===== config.mk =====
export PLATFORM = sky130hd
export DESIGN_NAME = rr_arb_4
export DESIGN_NICKNAME = d
export VERILOG_FILES = /design/src/rtl/rr_arb_4.sv
export SDC_FILE = /design/constraint.sdc
export NUM_CORES = 1
export LEC_CHECK = 0
export ABC_AREA = 1
export CORE_MARGIN = 2
export CORE_UTILIZATION = 30
export DETAILED_ROUTE_END_ITERATION = 12
export PLACE_DENSITY = 0.52
export SYNTH_ARGS = -nofsm -noshare
export SYNTH_HDL_FRONTEND = slang
export SYNTH_SLANG_ARGS = --single-unit

===== constraint.sdc =====
create_clock -name clk -period 1.3 [get_ports clk]
set_input_delay 0.195 -clock clk [delete_from_list [all_inputs] [get_ports clk]]
set_output_delay 0.195 -clock clk [all_outputs]
set_load 0.1 [all_outputs]

===== src/rtl/rr_arb_4.sv =====
// rr_arb_4 -- four-requester round-robin arbiter driving a 2-to-4 decoder.
// A grant is held until the owner signals done or drops its request; the
// rotating pointer moves to the requester after the last owner on release.
// Optional feature macro: RR_ARB_TIMEOUT_EN adds a forced release after
// MAX_HOLD grant cycles. With the macro undefined a grant is held indefinitely.
module rr_arb_4 #(
  parameter int MAX_HOLD = 15
) (
  input  logic       clk,
  input  logic       rst_n,
  input  logic [3:0] req,
  input  logic       done,
  output logic [1:0] sel,
  output logic       enable,
  output logic [3:0] grant_n,
  output logic       busy
);

  typedef enum logic [0:0] {
    ST_IDLE  = 1'b0,
    ST_GRANT = 1'b1
  } state_t;

  state_t     state_q;
  logic [1:0] ptr_q;
  logic [1:0] sel_q;
  logic       enable_q;
  logic [3:0] grant_n_q;
  logic       busy_q;
  logic [1:0] pick_s;
  logic       release_s;

  // Reject an out-of-range hold limit while elaborating.
  if ((MAX_HOLD < 1) || (MAX_HOLD > 255)) begin : g_bad_max_hold
    $error("rr_arb_4: MAX_HOLD must be in 1..255");
  end

  // First set request found scanning upward from the pointer, modulo 4.
  function automatic logic [1:0] rr_pick(input logic [3:0] r, input logic [1:0] p);
    logic [1:0] idx;
    logic [1:0] res;
    logic       found;
    res   = p;
    found = 1'b0;
    for (int k = 0; k < 4; k++) begin
      idx = p + 2'(k);
      if (!found && r[idx]) begin
        res   = idx;
        found = 1'b1;
      end
    end
    return res;
  endfunction

`ifdef RR_ARB_TIMEOUT_EN
  logic [7:0] hold_q;

  // Release when the owner finishes, withdraws, or has used its full hold time.
  always_comb begin
    release_s = done | ~req[sel_q] | (hold_q == 8'(MAX_HOLD - 1));
  end
`else
  // Release only when the owner finishes or withdraws its request.
  always_comb begin
    release_s = done | ~req[sel_q];
  end
`endif

  // Winner of a fresh arbitration round.
  always_comb begin
    pick_s = rr_pick(req, ptr_q);
  end

  // Arbiter FSM with registered decoder outputs.
  always_ff @(posedge clk) begin
    if (!rst_n) begin
      state_q   <= ST_IDLE;
      ptr_q     <= 2'd0;
      sel_q     <= 2'd0;
      enable_q  <= 1'b1;
      grant_n_q <= 4'b1111;
      busy_q    <= 1'b0;
`ifdef RR_ARB_TIMEOUT_EN
      hold_q    <= 8'd0;
`endif
    end else begin
      case (state_q)
        ST_IDLE: begin
          if (req != 4'b0000) begin
            state_q   <= ST_GRANT;
            sel_q     <= pick_s;
            enable_q  <= 1'b0;
            grant_n_q <= ~(4'b0001 << pick_s);
            busy_q    <= 1'b1;
`ifdef RR_ARB_TIMEOUT_EN
            hold_q    <= 8'd0;
`endif
          end else begin
            state_q <= ST_IDLE;
          end
        end
        ST_GRANT: begin
          if (release_s) begin
            state_q   <= ST_IDLE;
            enable_q  <= 1'b1;
            grant_n_q <= 4'b1111;
            busy_q    <= 1'b0;
            ptr_q     <= sel_q + 2'd1;
          end else begin
            state_q <= ST_GRANT;
`ifdef RR_ARB_TIMEOUT_EN
            hold_q  <= hold_q + 8'd1;
`endif
          end
        end
        default: begin
          state_q   <= ST_IDLE;
          enable_q  <= 1'b1;
          grant_n_q <= 4'b1111;
          busy_q    <= 1'b0;
        end
      endcase
    end
  end

  assign sel     = sel_q;
  assign enable  = enable_q;
  assign grant_n = grant_n_q;
  assign busy    = busy_q;

endmodule


Word level (Yosys, flattened, before mapping):

Index checks and enable logic that the tools add are counted.

* bits in registers: 11
* input bits: 7

* bitwise operators: 4
* equality and inequality tests: 2
* shift-type cells: 1
* reduce and logical (&&, ||, !) cells: 10
* mux-type cells: 28
* add/sub/neg operators: 4
* magnitude comparators: 5

Operators by type and width (count)
* 2-bit by 3-bit < comparator with 1-bit output, second input constant: 5
* 1-bit 2-to-1 mux: 14
* 1-bit binary-select mux with 2-bit select: 5
* 4-bit 2-to-1 mux: 2
* 4-bit case mux with 2 select lines: 1
* 2-bit 2-to-1 mux: 3
* 1-bit case mux with 2 select lines: 3
* 2-bit AND reduction: 3
* 2-bit by 1-bit adder with 2-bit output, second input constant: 2
* 2-bit adder, second input constant: 2
* 4-bit inverter: 1
* 4-bit nonzero test: 1
* 1-bit by 2-bit left shift with 4-bit output, first input constant: 1
* 1-bit logical AND: 3
* 1-bit zero test: 3
* 2-bit by 1-bit != test with 1-bit output, second input constant: 1
* 2-bit != test, second input constant: 1
* 1-bit inverter: 2
* 1-bit OR: 1

Depth between registers and ports, before layout:

* depth in word-level cells: 16
* mapped depth: 15
* mapped depth without buffers: 14

Worst setup path before layout:

Ideal clock, no wire load.

* kind: reg-to-reg
* start: reg sel_q[0], in the netlist sel[0]
* end: reg grant_n_q[1], in the netlist grant_n[1]
* arrival: 1.893 ns
* cell stages (with the launch flop): 9
* buffers on the path: 0
* setup slack: -0.705 ns
* clock period less this slack: 2.005 ns
* cell sequence: dfxtp_1 a21oi_1 a21oi_1 nand2_1 nand2_1 nand2_1 or2_1 nand2_1 nand2_1

* longest elaborated chain between the ends: 6

RTL lines
* start: declaration: line 26 `logic [1:0] sel_q;`
* start signal: assignment: line 91 `sel_q <= pick_s;`
* 1-bit binary-select mux with 2-bit select: line 65 `release_s = done | ~req[sel_q];`
* 1-bit 2-to-1 mux (not written as such): line 65
* 1-bit inverter: line 65
* 1-bit OR: line 65
* 2-bit by 1-bit != test with 1-bit output (no source line)
* 2-bit AND reduction (no source line)
* end signal: assignment: line 93 `grant_n_q <= ~(4'b0001 << pick_s);`
* end: declaration: line 28 `logic [3:0] grant_n_q;`

Every way passes these cells. The select of a mux whose other input is x is not followed.
A chain may end at the register's enable or synchronous reset.

Final worst setup path:

* start: reg ptr_q[0]
* end: reg grant_n_q[3], in the netlist grant_n[3]

* longest elaborated chain between the ends: 16

RTL lines
* start: declaration: line 25 `logic [1:0] ptr_q;`
* start signal: assignment: line 108 `ptr_q <= sel_q + 2'd1;`
* branches (longest 11 deep; another with 2-bit by 1-bit adder with 2-bit output)
* 2-bit 2-to-1 mux *: line 47 `if (!found && r[idx]) begin`
* 1-bit by 2-bit left shift with 4-bit output *: line 93
* 4-bit inverter *: line 93
* 4-bit 2-to-1 mux *: line 89 `if (req != 4'b0000) begin`
* 4-bit case mux with 2 select lines *: line 87 `case (state_q)`

Every way passes the cells marked *. The select of a mux whose other input is x is not followed.

==> flow_summary_export.csv <==
group,metric,value,unit
outcome,status,"finished, violations left",
outcome,violations,"setup timing",
logic_synthesis,ys_warn_count,0,
logic_synthesis,ys_ff_latch,11,
cts,cts_root_buf,"clkbuf_4",
setup_path,critPathMaxStageDelay,0.38,ns
final_layout,drive_gt1_frac,0.474,
setup_path,crit_chain,"buf_6, nand2_1, nand2_2, nand2_1, nand2_1, nand2_2, inv_2, nand2_4, nand2_2, nand2_2, nor2_4, nand2_1, nand2_1, nand2_1",
place,dpl.hpwl,1880,um
sta,finClkSkew,0.00233,ns
global_routing,grt_max_degree,11,
logic_synthesis,synth_top_area_share,0.261,
sta,fmax,668,MHz
floorplanning,core_area,0.00303,mm^2
setup_path,critPathArrivalTime,1.66,ns
logic_synthesis,synth_top_family_by_area,"simple AND/OR/NAND/NOR gates",
global_routing,grt_pass1_vias,989,
pwr,pwr_density_cell,1430,mW/mm^2
cts,cts_buffer_depth,2,
logic_synthesis,synthCells,155,
setup_path,cpLargestDelayFamily,"simple AND/OR/NAND/NOR gates",
logic_synthesis,synth_area_leader_cell,"nand2_1",
place,place_congestion,0.788,
drt,vias,1055,
pwr,p_comb_frac,0.674,
setup_path,critPathKind,"reg2reg",
cts,cts_hold_buf,0,
sta,finalHoldViolCount,0,
final_layout,fin_util,0.498,
logic_synthesis,synthesis.nets,162,
setup_path,critPathMostFrequentCell,"nand2_1",
setup_path,critPathSlowestCell,"dfxtp_4",
final_layout,nets,202,
logic_synthesis,netlist_area,948,um^2
setup_path,cp_max_fo,4,
drt,drtIter0Drc,17,
floorplanning,die_area,0.00363,mm^2
pwr,p_clk_frac,0.106,
logic_synthesis,avgSynthCellArea,6.12,um^2
final_layout,final_cell_mix,"51 x nand2_1, 25 x nand2_2, 21 x buf_4",
floorplanning,rows,20,
pwr,vdd_ir_drop_max,0.000798,V
final_layout,layout_commonest_cell,"nand2_1",
pwr,leakage,0.779,nW
global_routing,grt_pass1_wl,4130,um
sta,min_period_over_period,1.15,
cts,htree_levels,1,
min_path,hp-class,"reg2reg",
sta,final_max_slew_viol_count,0,
cts,clkTransAtPathRegs,0.07,ns
setup_path,required,1.46,ns
floorplanning,ios,15,
final_layout,final_cell_area,0.00151,mm^2
logic_synthesis,synth_compound_area_frac,0.0554,
pwr,p_sw,1.07,mW
drt,wirelength,2360,um
logic_synthesis,synth_xor_area_frac,0.00923,
place,pre_cts_slack,-0.544,ns
pwr,seq_power_share,0.221,
drt,vias_per_cell,4.43,
setup_path,timing.critical_path.buf_inv,2,
global_routing,antenna_found_initial,0,
sta,rsz0062_at_grt,"true",
pwr,p_total,2.15,mW
logic_synthesis,synthAdderAreaFrac,0,
sta,fin_ws,-0.198,ns
drt,wl_per_cell,9.91,um
setup_path,crit_path_end_kind,"flop",
place,port_buffers,14,
pwr,swShare,0.496,
cts,clock_sinks,11,
setup_path,worstSetupStartpointType,"flop",
cts,cts_tree,"built",
logic_synthesis,ys_seq_area_frac,0.232,
drt,ant_nets,0,
floorplanning,start_util,0.313,
drt,drc,0,
logic_synthesis,synth_simple_gate_area_frac,0.588,
final_layout,antennaDiodeCount,0,
floorplanning,dieWidth,60.2,um
pwr,p_int,1.09,mW
global_routing,overflow,0,
global_routing,grtUsageTotal,0.149,
logic_synthesis,yosys-top-cells-area,"nand2_1 26%, dfxtp_1 23%, nand2_2 7.3%, nand3_1 6.9%, inv_1 4.7%",
sta,finalCriticalPeriod,1.50,ns
drt,drt_pre_antenna_iters,4,
flow_run,drv_cap,0,
cts,cts_buffers,3,
sta,finalSetupViolCount,6,
logic_synthesis,synthMuxAreaShare,0,
final_layout,areaGrowthSynthToFinish,58.8,%
place,placed_area,0.00137,mm^2
sta,slew-limit-headroom,0.816,
cts,clock_latency,0.26,ns
logic_synthesis,synth_cell_types,23,
sta,tightestPinTransition,0.275,ns
floorplanning,die_h,60.2,um
sta,holdWs,0.499,ns
final timing paths:
| path | slack (ns) | depth (start not counted) | start | endpoint |
|---|---|---|---|---|
| min | 0.50 | 2 | enable | enable |
| max | -0.20 | 14 | ptr_q[0] | grant_n[3] |
| max reg2reg | -0.20 | 14 | ptr_q[0] | grant_n[3] |
| min reg2reg | 0.50 | 2 | enable | enable |
Yosys cell counts:
library cell,number
dfxtp_1,11
nand2_1,66
inv_1,12
clkinv_2,1
o21a_1,1
a21oi_1,6
nand2_2,11
inv_4,1
nand3_4,1
nand3_2,2
inv_2,4
buf_6,3
nor2_1,7
nand4_1,1
clkinv_1,1
nor2_4,2
o21ai_0,3
or2_1,2
nand2_8,1
nor2_2,1
nand2_4,4
xor2_1,1
nand3_1,13
power by group through the flow:
stage / logic (mW) / clock network, mW / registers, mW
after CTS: 1.36 / 0.242 / 0.472
final: 1.45 / 0.228 / 0.475
after floorplan: 0.609 / 0 / 0.755
after global placement: 1.32 / 0 / 0.474
after global routing: 1.57 / 0.265 / 0.484
after detailed placement: 1.33 / 0 / 0.474
per-stage QoR:
stage | std cells | setup TNS (ns)
after floorplan | 155 | -0.490
after global placement | 231 | -4.96
after detailed placement | 231 | -5.15
after CTS | 236 | -1.14
after global routing | 238 | -1.89
final | 238 | -1.10
flip-flops by register name (all words and copies together), names as in the netlist:
name	flops
busy	1
enable	1
state_q	1
sel	2
ptr_q	2
grant_n	4
cell type report:
cell class / count / area [um^2]
sequential: 11 / 233
multi-input combinational: 122 / 697
tap: 44 / 55.1
fill: 308 / 1520
timing repair buffer: 38 / 407
clock buffer: 4 / 26.3
inverter: 19 / 88.8
timing repair:
action,CTS,global route
setup endpoints to repair,11,11
pin swaps,4,13
buffers inserted,1,2
gates resized for setup,12,26
logic make-up (layout without fill, tap and decap cells):
logic type             Yosys count  count (layout)
buffers and inverters           22              61
AND/OR/NAND/NOR                111             111
AO/OA/AOI/OAI                   10              10
XOR/XNOR                         1               1
flip-flops                      11              11
routing by layer:
layer,vias to the layer above,routed length [um],global-route usage
li1,556,-,-
met2,14,1250,0.244
met5,-,0,0
met3,2,57,0.0152
met1,483,1030,0.197
met4,0,17,0.0667
worst reg2reg max path, stage by stage, from the launching register on:
cell	delay, ns
dfxtp_4	0.38
buf_6	0.11
nand2_1	0.06
nand2_2	0.10
nand2_1	0.06
nand2_1	0.07
nand2_2	0.08
inv_2	0.07
nand2_4	0.06
nand2_2	0.07
nand2_2	0.06
nor2_4	0.10
nand2_1	0.07
nand2_1	0.06
nand2_1	0.04
(Power assumes the default switching activity.)
